==> config.mk <==
export PLATFORM = sky130hd
export DESIGN_NAME = spi_master
export DESIGN_NICKNAME = d
export VERILOG_FILES = /design/src/rtl/spi_pkg.sv /design/src/rtl/spi_sck_tick.sv /design/src/rtl/spi_master.sv
export SDC_FILE = /design/constraint.sdc
export NUM_CORES = 1
export LEC_CHECK = 0
export ABC_AREA = 1
export CAP_MARGIN = 30
export CORE_UTILIZATION = 56
export CTS_BUF_LIST = sky130_fd_sc_hd__clkbuf_4 sky130_fd_sc_hd__clkbuf_8 sky130_fd_sc_hd__clkbuf_16
export CTS_CLUSTER_SIZE = 30
export DETAILED_ROUTE_END_ITERATION = 6
export HOLD_SLACK_MARGIN = 0.15
export MAX_ROUTING_LAYER = met4
export PLACE_DENSITY = 0.9
export SYNTH_ARGS = -nofsm -noshare
export SYNTH_HDL_FRONTEND = slang
export SYNTH_HIERARCHICAL = 1
export SYNTH_SLANG_ARGS = --single-unit
==> constraint.sdc <==
create_clock -name clk_i -period 4.5 [get_ports clk_i]
set_clock_uncertainty 0.2 [all_clocks]
set_input_delay 0.9 -clock clk_i [delete_from_list [all_inputs] [get_ports clk_i]]
set_output_delay 0.9 -clock clk_i [all_outputs]
set_load 0.01 [all_outputs]
==> src/rtl/spi_pkg.sv <==
// spi_pkg: SPI master/slave shared state encoding and {CPOL,CPHA} mode constants
package spi_pkg;
  typedef enum logic [2:0] {IDLE, SETUP, SHIFT, HOLD, GAP} spi_state_t;
  localparam logic [1:0] SPI_MODE0 = 2'b00;
  localparam logic [1:0] SPI_MODE1 = 2'b01;
  localparam logic [1:0] SPI_MODE2 = 2'b10;
  localparam logic [1:0] SPI_MODE3 = 2'b11;
endpackage

==> src/rtl/spi_sck_tick.sv <==
// spi_sck_tick: DIV-cycle divider emitting a one-cycle tick at the end of each SCK half-period
module spi_sck_tick #(
  parameter int DIV = 4
) (
  input  logic clk_i,
  input  logic rst_i,
  input  logic en_i,
  input  logic clr_i,
  output logic tick_o
);
  localparam int CW = DIV > 1 ? $clog2(DIV) : 1;
  localparam logic [CW-1:0] LAST = CW'(DIV - 1);
  logic [CW-1:0] cnt_q, cnt_d;
  assign tick_o = en_i && cnt_q == LAST;
  // count cycles within a half-period, wrapping at DIV-1 and held at zero while cleared
  always_comb begin
    cnt_d = clr_i ? '0 : !en_i ? cnt_q : tick_o ? '0 : cnt_q + 1'b1;
  end
  // divider state register
  always_ff @(posedge clk_i) begin
    if (rst_i) cnt_q <= '0;
    else cnt_q <= cnt_d;
  end
endmodule

==> src/rtl/spi_master.sv <==
// spi_master: MSB-first full-duplex SPI master; SPI_MASTER_SDI_SYNC_EN adds a 2-flop sdi_i synchronizer
module spi_master #(
  parameter int IO_COUNT = 16,
  parameter bit CPOL     = 1'b0,
  parameter bit CPHA     = 1'b0,
  parameter int DIV      = 4
) (
  input  logic                clk_i,
  input  logic                rst_i,
  input  logic                start_i,
  input  logic [IO_COUNT-1:0] data_i,
  output logic [IO_COUNT-1:0] data_o,
  output logic                busy_o,
  output logic                done_o,
  output logic                nss_o,
  output logic                sck_o,
  output logic                sdo_o,
  input  logic                sdi_i
);
  import spi_pkg::*;
  localparam int HW = $clog2(2 * IO_COUNT + 1);
  localparam logic [HW-1:0] HLAST = HW'(2 * IO_COUNT - 1);
  localparam logic [1:0] MODE = {CPOL, CPHA};
  localparam bit POL = (MODE == SPI_MODE2) || (MODE == SPI_MODE3);
  localparam bit PHA = (MODE == SPI_MODE1) || (MODE == SPI_MODE3);
  spi_state_t state_q, state_d;
  logic [HW-1:0] hc_q, hc_d;
  logic [IO_COUNT-1:0] shreg_q, shreg_d, data_q, data_d;
  logic sbit_q, sbit_d, sdo_q, sdo_d, sck_q, sck_d, nss_q, nss_d;
  logic busy_q, busy_d, done_q, done_d;
  logic tick, accept, edge_ev, lead, shift_ev, smp_ev, smp_now, sdi_s;
  spi_sck_tick #(.DIV(DIV)) u_tick (
    .clk_i (clk_i),
    .rst_i (rst_i),
    .en_i  (state_q != IDLE),
    .clr_i (state_q == IDLE),
    .tick_o(tick)
  );
  assign accept   = state_q == IDLE && start_i;
  assign edge_ev  = tick && (state_q == SETUP || (state_q == SHIFT && hc_q != HLAST));
  assign lead     = sck_q == POL;
  assign shift_ev = edge_ev && (lead == PHA);
  assign smp_ev   = edge_ev && (lead != PHA);
`ifdef SPI_MASTER_SDI_SYNC_EN
  logic [1:0] sync_q, smp_q;
  if (DIV < 3) begin : g_div_chk
    $error("spi_master: SPI_MASTER_SDI_SYNC_EN requires DIV >= 3");
  end
  // synchronize sdi_i and delay the sample strobe by the same two cycles
  always_ff @(posedge clk_i) begin
    if (rst_i) begin
      sync_q <= '0;
      smp_q  <= '0;
    end else begin
      sync_q <= {sync_q[0], sdi_i};
      smp_q  <= {smp_q[0], smp_ev};
    end
  end
  assign smp_now = smp_q[1];
  assign sdi_s   = sync_q[1];
`else
  assign smp_now = smp_ev;
  assign sdi_s   = sdi_i;
`endif
  // next-state: frame sequencing, SCK edges, shift/sample datapath and registered outputs
  always_comb begin
    state_d = state_q;
    hc_d    = hc_q;
    shreg_d = shreg_q;
    sbit_d  = smp_now ? sdi_s : sbit_q;
    sdo_d   = sdo_q;
    sck_d   = edge_ev ? ~sck_q : sck_q;
    done_d  = tick && state_q == HOLD;
    data_d  = done_d ? shreg_q : data_q;
    if (accept) begin
      state_d = SETUP;
      shreg_d = data_i;
      sdo_d   = data_i[IO_COUNT-1];
    end
    if (shift_ev) begin
      shreg_d = {shreg_q[IO_COUNT-2:0], PHA ? 1'b0 : sbit_q};
      sdo_d   = PHA ? shreg_q[IO_COUNT-1] : shreg_q[IO_COUNT-2];
    end
    if (smp_now && PHA) shreg_d[0] = sdi_s;
    if (tick) begin
      hc_d = state_q == SHIFT ? hc_q + 1'b1 : '0;
      case (state_q)
        SETUP:   state_d = SHIFT;
        SHIFT:   state_d = hc_q == HLAST ? HOLD : SHIFT;
        HOLD:    state_d = GAP;
        default: state_d = IDLE;
      endcase
    end
    nss_d  = !(state_d == SETUP || state_d == SHIFT || state_d == HOLD);
    busy_d = state_d != IDLE;
  end
  // FSM and output registers
  always_ff @(posedge clk_i) begin
    if (rst_i) begin
      state_q <= IDLE;
      hc_q    <= '0;
      shreg_q <= '0;
      sbit_q  <= 1'b0;
      sdo_q   <= 1'b0;
      sck_q   <= POL;
      nss_q   <= 1'b1;
      busy_q  <= 1'b0;
      done_q  <= 1'b0;
      data_q  <= '0;
    end else begin
      state_q <= state_d;
      hc_q    <= hc_d;
      shreg_q <= shreg_d;
      sbit_q  <= sbit_d;
      sdo_q   <= sdo_d;
      sck_q   <= sck_d;
      nss_q   <= nss_d;
      busy_q  <= busy_d;
      done_q  <= done_d;
      data_q  <= data_d;
    end
  end
  assign data_o = data_q;
  assign busy_o = busy_q;
  assign done_o = done_q;
  assign nss_o  = nss_q;
  assign sck_o  = sck_q;
  assign sdo_o  = sdo_q;
endmodule
==> results.json, run 1 <==
{
  "gr-usage-all-layers_pct": 24.3,
  "drive_above_1_share_pct": 11.5,
  "ioPinCount": 41,
  "n_antenna_cell": 0,
  "insertion_delay_ns": 0.32,
  "first_global_vias": 1787,
  "cts_max_path_buffers": 2,
  "cts_htree_levels": 2,
  "initial_core_util_pct": 59.7,
  "hpwl_um": 3170,
  "max_freq_ghz": 0.333,
  "synth-seq-cells": 48,
  "synthToLayoutAreaGrowth_pct": 21.1,
  "gr-total-overflow": 0,
  "power_mw": 0.790,
  "antenna_found_initial": 0,
  "worstSetupStartpointType": "input port",
  "syn_nets": 329,
  "cts_resized": 0,
  "p_leak_nw": 1.01,
  "routed_via_density": 5.22,
  "finalCriticalPeriod_ns": 3.00,
  "grt_max_degree": 33,
  "synth.cell_area_um2": 2250,
  "clock-sinks": 48,
  "critical_path_arrival_ns": 3.00,
  "fin_setup_tns_ns": 0,
  "wirelength_um": 4470,
  "final_max_slew_viol_count": 0,
  "num-fill-cells": 315,
  "fp.dieH_um": 65.4,
  "ir_worst_vdd_mv": 0.232,
  "rows": 22,
  "layoutNonFillerInstCount": 387,
  "avgSynthCellArea_um2": 7.34,
  "p_per_area_nw_per_um2": 290,
  "grt_pass1_wl_um": 7730,
  "timing.final.crit_share_pct": 66.7,
  "vias": 2021,
  "num-nets-final": 360,
  "die_width_um": 65.4,
  "place_ws_ns": 1.26,
  "required_ns": 4.50,
  "numCtsBuffers": 5,
  "worst_pin_slew_ns": 0.731,
  "coreArea_um2": 3770,
  "antenna_left": 0,
  "firstDrtPassIters": 5,
  "crit_path_end_kind": "register",
  "worst_slack_ns": 1.50,
  "die_area_um2": 4280,
  "port_buffers": 40,
  "post_cts_buffers": 0,
  "synth_warnings": 6,
  "syn-instance-count": 307,
  "drtIter0Drc": 154,
  "relSlewSlack_pct": 51.2,
  "maxCapViolCount": 0,
  "setup_violations": 0,
  "drc": 0,
  "placed_cells": 379,
  "cts_tree": "built",
  "crit_type": "input port to register",
  "holdBufCountCts": 0,
  "crit_fanout": 17,
  "clockRootBuffer": "clkbuf_8",
  "yosysSeqAreaShare_pct": 42.7,
  "rsz0062_at_grt": "false",
  "avgRoutedWirePerCell_um": 11.6,
  "ys_types": 24,
  "status": "finished, final reports clean",
  "hold_path_class": "register to register",
  "finalHoldViolCount": 0,
  "gp_congestion": 0.813,
  "clk_pin_slew_ns": 0.09
}
-- final cells by class --
cell class	instances	area, µm²	share of cell area (%)
Clock buffer	5	68.8	2.52
Clock inverter	3	23.8	0.872
Inverter	49	184	6.75
Multi-Input combinational cell	192	1010	36.9
Sequential cell	48	961	35.2
Tap cell	48	60.1	2.20
Timing Repair Buffer	42	423	15.5
-- final timing paths --
kind                            slack [ns]  cells past startpoint                       end                    start
worst max-delay path                  1.50                      6          nss_o$_SDFF_PP1_                  start_i
worst min register to register        0.25                      2   data_o[12]$_SDFFE_PP0P_  data_o[12]$_SDFFE_PP0P_
worst max register to register        2.00                     12  shreg_q[14]$_SDFFE_PP0P_    state_q[1]$_SDFF_PP0_
worst min-delay path                  0.25                      2   data_o[12]$_SDFFE_PP0P_  data_o[12]$_SDFFE_PP0P_
-- per-layer routing --
metal  wire, µm  global-route usage [%]  vias up
met3        241                    5.90        9
li1           -                       -     1052
met4         93                    10.6        0
met2       1980                    38.0       69
met1       2160                    29.9      891
met5          0                       -        -
-- metrics by stage --
stage / utilization, % / cell area (µm²) / hold slack, ns
after floorplan: - / 2250 / 0.239
after global placement: 69.4 / 2620 / 0.234
after detailed placement: 69.8 / 2630 / 0.236
after CTS: 72.3 / 2730 / 0.250
after global routing: 72.3 / 2730 / 0.262
final: 72.3 / 2730 / 0.248
-- cell usage in the layout, fill, tap and decap left out, types with 2 or more instances in the layout --
master and n:
a21oi_1 32, a21oi_2 10, clkbuf_8 5, clkdlybuf4s50_1 40, clkinvlp_4 2, dfxtp_1 48
ha_1 2, inv_1 48, nand2_1 38, nand2_2 12, nand2_4 2, nand3_1 52
nand4_1 2, nor2_1 11, nor2_2 2, nor2_4 2, nor3_1 3, o21ai_0 20
-- synth_stat cells (all sizes together) --
| master | count | area share [%] |
|---|---|---|
| a21oi | 42 | 11 |
| a311oi | 1 | 0.39 |
| a31oi | 1 | 0.28 |
| buf | 8 | 2.8 |
| clkbuf | 10 | 1.7 |
| clkinv | 1 | 0.17 |
| dfxtp | 48 | 43 |
| ha | 2 | 1.1 |
| inv | 48 | 8.0 |
| nand2 | 52 | 11 |
| nand3 | 52 | 12 |
| nand3b | 1 | 0.33 |
| nand4 | 2 | 0.56 |
| nor2 | 15 | 3.4 |
| nor3 | 3 | 0.67 |
| o21ai | 20 | 4.4 |
| or2 | 1 | 0.28 |
-- worst max-delay path, stage by stage --
cell and delay, ns:
clkdlybuf4s50_1 0.84, nand3_1 0.63, a21oi_1 0.32, nor2_1 0.10, nor2_1 0.12, o21ai_0 0.08
-- registers in the layout, indices dropped and copies added, names as in the netlist --
register,flops
busy_o,1
data_o,16
done_o,1
hc_q,6
nss_o,1
sbit_q,1
sck_o,1
shreg_q,16
state_q,3
u_tick/cnt_q,2
-- logic make-up after synthesis --
logic type	after synthesis	synth area share, %
adder cells (fa/ha/maj)	2	1.11
AO/OA/AOI/OAI	64	16.1
buffers and inverters	67	12.7
AND/OR/NAND/NOR	126	27.4
flip-flops	48	42.7
-- power by group --
group          total (mW)  internal, mW  switching, mW  leakage, nW
clock network       0.262         0.110          0.152       0.0404
logic              0.0813        0.0378         0.0435        0.577
registers           0.447         0.437        0.00987        0.390
total               0.790         0.585          0.205         1.01
No activity file was read; power rests on OpenSTA's default activity.
==> run 2, diff against run 1 <==
--- a/config.mk
+++ b/config.mk
@@ -7,13 +7,13 @@
 export LEC_CHECK = 0
 export ABC_AREA = 1
 export CAP_MARGIN = 30
-export CORE_UTILIZATION = 56
+export CORE_UTILIZATION = 52
 export CTS_BUF_LIST = sky130_fd_sc_hd__clkbuf_4 sky130_fd_sc_hd__clkbuf_8 sky130_fd_sc_hd__clkbuf_16
 export CTS_CLUSTER_SIZE = 30
 export DETAILED_ROUTE_END_ITERATION = 6
 export HOLD_SLACK_MARGIN = 0.15
 export MAX_ROUTING_LAYER = met4
-export PLACE_DENSITY = 0.9
+export PLACE_DENSITY = 0.84
 export SYNTH_ARGS = -nofsm -noshare
 export SYNTH_HDL_FRONTEND = slang
 export SYNTH_HIERARCHICAL = 1
==> constraint.sdc (replaced) <==
create_clock -name clk_i -period 3 [get_ports clk_i]
set_clock_uncertainty 0.2 [all_clocks]
set_input_delay 0.6 -clock clk_i [delete_from_list [all_inputs] [get_ports clk_i]]
set_output_delay 0.6 -clock clk_i [all_outputs]
set_load 0.01 [all_outputs]
==> run 2 against run 1 <==
- via count rose by 1.3%
- total power increased by 49%
- utilization decreased by 5.1 points
- hold slack worse by 0.0029 ns
- critical endpoint is now shreg_q[0]$_SDFFE_PP0P_
- die area is 7.5% higher
==> results.json, run 2 (synthesis gave the netlist of run 1 again) <==
{
  "worst_pin_slew_ns": 0.476,
  "n_antenna_cell": 0,
  "fp.dieH_um": 67.8,
  "initial_core_util_pct": 55.1,
  "final_common_cell": "nand3_1",
  "hpwl_um": 3300,
  "routed_via_density": 5.21,
  "finalCriticalPeriod_ns": 2.41,
  "finalHoldViolCount": 0,
  "crit_type": "register to register",
  "critical_path_arrival_ns": 2.44,
  "drive_above_1_share_pct": 12.5,
  "p_leak_nw": 1.03,
  "utilization_pct": 67.2,
  "die_width_um": 67.8,
  "required_ns": 3.04,
  "antenna_left": 0,
  "seq_area_um2": 961,
  "gr-total-overflow": 0,
  "num-nets-final": 364,
  "worstSetupStartpointType": "register",
  "maxCapViolCount": 0,
  "reg2regPathDepth": 12,
  "max_freq_ghz": 0.415,
  "num-fill-cells": 371,
  "clk_pin_slew_ns": 0.09,
  "coreArea_um2": 4090,
  "insertion_delay_ns": 0.30,
  "drtIter0Drc": 130,
  "grt_pass1_wl_um": 7780,
  "first_global_vias": 1718,
  "synthToLayoutAreaGrowth_pct": 21.9,
  "cts_resized": 0,
  "cts_tree": "built",
  "multi_input_area_um2": 1010,
  "cts_htree_levels": 2,
  "final_max_slew_viol_count": 0,
  "rows": 23,
  "crit_path_end_kind": "register",
  "ioPinCount": 41,
  "cts_max_path_buffers": 2,
  "drc": 0,
  "timing.final.crit_share_pct": 80.3,
  "antenna_found_initial": 0,
  "hold_path_class": "register to register",
  "power_mw": 1.17,
  "vias": 2047,
  "grt_max_degree": 35,
  "post_cts_buffers": 0,
  "rsz0062_at_grt": "false",
  "crit_fanout": 32,
  "setup_violations": 0,
  "clockRootBuffer": "clkbuf_8",
  "port_buffers": 40,
  "hold_depth": 2,
  "firstDrtPassIters": 4,
  "final_cell_mix": "52 x nand3_1, 48 x inv_1, 48 x dfxtp_1",
  "clock-sinks": 48,
  "holdBufCountCts": 0,
  "ir_worst_vdd_mv": 0.214,
  "wirelength_um": 4660,
  "numCtsBuffers": 5,
  "relSlewSlack_pct": 68.1,
  "avgRoutedWirePerCell_um": 11.8,
  "gr-usage-all-layers_pct": 23.1,
  "p_per_area_nw_per_um2": 428,
  "fin_setup_tns_ns": 0,
  "die_area_um2": 4600,
  "layoutNonFillerInstCount": 393,
  "placed_cells": 385,
  "status": "finished, final reports clean",
  "gp_congestion": 0.867
}
## run 2: power by group
| part | internal [mW] | switching (mW) | total, mW | leakage [nW] |
|---|---|---|---|---|
| clock | 0.163 | 0.216 | 0.379 | 0.0479 |
| sequential | 0.655 | 0.0149 | 0.670 | 0.390 |
| combinational | 0.0598 | 0.0667 | 0.127 | 0.594 |
## run 2: area by class of cell
type / count / share of cell area, %
Timing Repair Buffer: 46 / 16.2
Sequential cell: 48 / 35.0
Clock buffer: 5 / 2.51
Tap cell: 50 / 2.28
Inverter: 49 / 6.70
Clock inverter: 3 / 0.683
Multi-Input combinational cell: 192 / 36.6
## run 2: critical path: stages, from the launching register on
cell	delay, ns
dfxtp_1	0.43
nor2_4	0.06
nand2_1	0.16
nand2_1	0.07
inv_1	0.23
inv_1	0.18
nor2_4	0.15
nand2_2	0.09
nand2_4	0.19
nand2_4	0.26
nand2_1	0.14
nand2_1	0.06
a21oi_1	0.10
## run 2: final timing paths
path	start	slack, ns	endpoint
setup / recovery	state_q[0]$_SDFF_PP0_	0.59	shreg_q[0]$_SDFFE_PP0P_
hold / removal	data_o[11]$_SDFFE_PP0P_	0.24	data_o[11]$_SDFFE_PP0P_
setup reg to reg	state_q[0]$_SDFF_PP0_	0.59	shreg_q[0]$_SDFFE_PP0P_
hold reg to reg	data_o[11]$_SDFFE_PP0P_	0.24	data_o[11]$_SDFFE_PP0P_
## run 2: metrics by stage
| stage | hold slack [ns] | worst slack [ns] | area, µm² |
|---|---|---|---|
| floorplan | 0.239 | 1.14 | 2250 |
| global placement | 0.233 | 0.771 | 2660 |
| finish | 0.245 | 0.592 | 2750 |
| global route | 0.265 | 0.319 | 2750 |
| CTS | 0.250 | 0.637 | 2750 |
| detailed placement | 0.239 | 0.682 | 2660 |
## run 2: layer usage
metal  up-vias  share of wire, %  track usage (%)
li1       1061                 -                -
met1       916                50             31.5
met2        61                43             33.8
met3         9               4.9             4.83
met4         0               1.6             8.07
met5         -                 0                -
==> run 3, diff against run 2 <==
==> constraint.sdc (replaced) <==
create_clock -name clk_i -period 2.48 [get_ports clk_i]
set_clock_uncertainty 0.2 [all_clocks]
set_input_delay 0.496 -clock clk_i [delete_from_list [all_inputs] [get_ports clk_i]]
set_output_delay 0.496 -clock clk_i [all_outputs]
set_load 0.01 [all_outputs]
==> run 3 against run 2 <==
- sequential power is 21% higher
- non-clock buffer count stayed put
- hold slack hardly changed
- sequential cell count is the same
- critical path type unchanged
- highest routed layer unchanged
==> results.json, run 3 (synthesis gave the netlist of run 1 again) <==
{
  "fp.dieH_um": 67.8,
  "coreArea_um2": 4090,
  "maxCapViolCount": 0,
  "grt_max_degree": 35,
  "first_global_vias": 1873,
  "p_per_area_nw_per_um2": 522,
  "fin_setup_tns_ns": 0,
  "ir_worst_vdd_mv": 0.382,
  "hold_path_class": "register to register",
  "insertion_delay_ns": 0.30,
  "placed_cells": 385,
  "rsz0062_at_grt": "false",
  "whs_ns": 0.245,
  "antenna_found_initial": 0,
  "clock-sinks": 48,
  "die_area_um2": 4600,
  "drive_above_1_share_pct": 12.5,
  "layoutNonFillerInstCount": 393,
  "numCtsBuffers": 5,
  "hpwl_um": 3260,
  "cts_max_path_buffers": 2,
  "synthToLayoutAreaGrowth_pct": 22.2,
  "power_mw": 1.44,
  "drtIter0Drc": 126,
  "initial_core_util_pct": 55.1,
  "regToRegSetupSlack_ns": 0.25,
  "port_buffers": 40,
  "setup_violations": 0,
  "gp_congestion": 0.825,
  "rows": 23,
  "worst_pin_slew_ns": 0.460,
  "antenna_left": 0,
  "gr-usage-all-layers_pct": 24.3,
  "cts_resized": 0,
  "die_width_um": 67.8,
  "required_ns": 2.52,
  "clk_pin_slew_ns": 0.08,
  "final_common_cell": "nand3_1",
  "status": "finished, final reports clean",
  "routed_via_density": 5.12,
  "multi_input_area_um2": 1010,
  "num-fill-cells": 395,
  "crit_type": "register to register",
  "placed_cell_area_um2": 2660,
  "final_cell_mix": "52 x nand3_1, 48 x inv_1, 48 x dfxtp_1",
  "finalHoldViolCount": 0,
  "design_area_um2": 2750,
  "final_max_slew_viol_count": 0,
  "drc": 0,
  "crit_fanout": 32,
  "finalCriticalPeriod_ns": 2.23,
  "cts_htree_levels": 2,
  "seq_area_um2": 961,
  "worstSetupStartpointType": "register",
  "ioPinCount": 41,
  "critical_path_arrival_ns": 2.26,
  "timing.final.crit_share_pct": 89.8,
  "firstDrtPassIters": 4,
  "relSlewSlack_pct": 69.1,
  "holdBufCountCts": 0,
  "gr-total-overflow": 0,
  "cts_tree": "built",
  "crit_path_end_kind": "register",
  "max_freq_ghz": 0.449,
  "n_antenna_cell": 0,
  "clockRootBuffer": "clkbuf_8",
  "p_leak_nw": 1.04,
  "num-nets-final": 364,
  "vias": 2014,
  "post_cts_buffers": 0,
  "grt_pass1_wl_um": 8090,
  "avgRoutedWirePerCell_um": 11.9,
  "wirelength_um": 4670
}
-- run 3: power by group --
part	total [mW]	internal (mW)	switching, mW	leakage [nW]
clock network	0.475	0.223	0.252	0.0510
registers	0.810	0.792	0.0174	0.390
logic	0.151	0.0713	0.0799	0.594
-- run 3: area by class of cell --
| type | instances | share of cell area (%) |
|---|---|---|
| clock buffer | 6 | 3.00 |
| clock inverter | 2 | 0.364 |
| inverter | 49 | 6.68 |
| multi-input combinational | 192 | 36.6 |
| sequential | 48 | 34.9 |
| tap | 50 | 2.27 |
| timing repair buffer | 46 | 16.2 |
-- run 3: final timing paths --
check,start,cells after the start,end
worst max-delay path,state_q[1]$_SDFF_PP0_,12,shreg_q[15]$_SDFFE_PP0P_
worst min-delay path,data_o[11]$_SDFFE_PP0P_,2,data_o[11]$_SDFFE_PP0P_
worst max register to register,state_q[1]$_SDFF_PP0_,12,shreg_q[15]$_SDFFE_PP0P_
worst min register to register,data_o[11]$_SDFFE_PP0P_,2,data_o[11]$_SDFFE_PP0P_
-- run 3: critical path: stages (launching register included) --
cell     delay (ns)
dfxtp_1        0.40
inv_1          0.09
nand2_1        0.17
nand2_1        0.07
inv_1          0.24
inv_1          0.16
nor2_4         0.14
nand2_2        0.07
nand2_4        0.07
nand2_4        0.22
nand2_1        0.16
nand2_1        0.06
a21oi_1        0.11
-- run 3: metrics by stage --
stage / util (%) / setup WS, ns
after global placement: 65.1 / 0.384
after CTS: 67.3 / 0.282
after global routing: 67.3 / 0.0884
after floorplan: - / 0.618
after detailed placement: 65.1 / 0.308
final: 67.3 / 0.254
-- run 3: metal layers --
layer  wire [µm]  part of all wire [%]  track usage [%]  vias to the layer above
met5           0                     0                -                        -
met4          92                   2.0             11.7                        0
met3         220                   4.7             4.50                        8
met2        2100                    45             37.1                       63
met1        2250                    48             30.8                      884
li1            -                     -                -                     1059
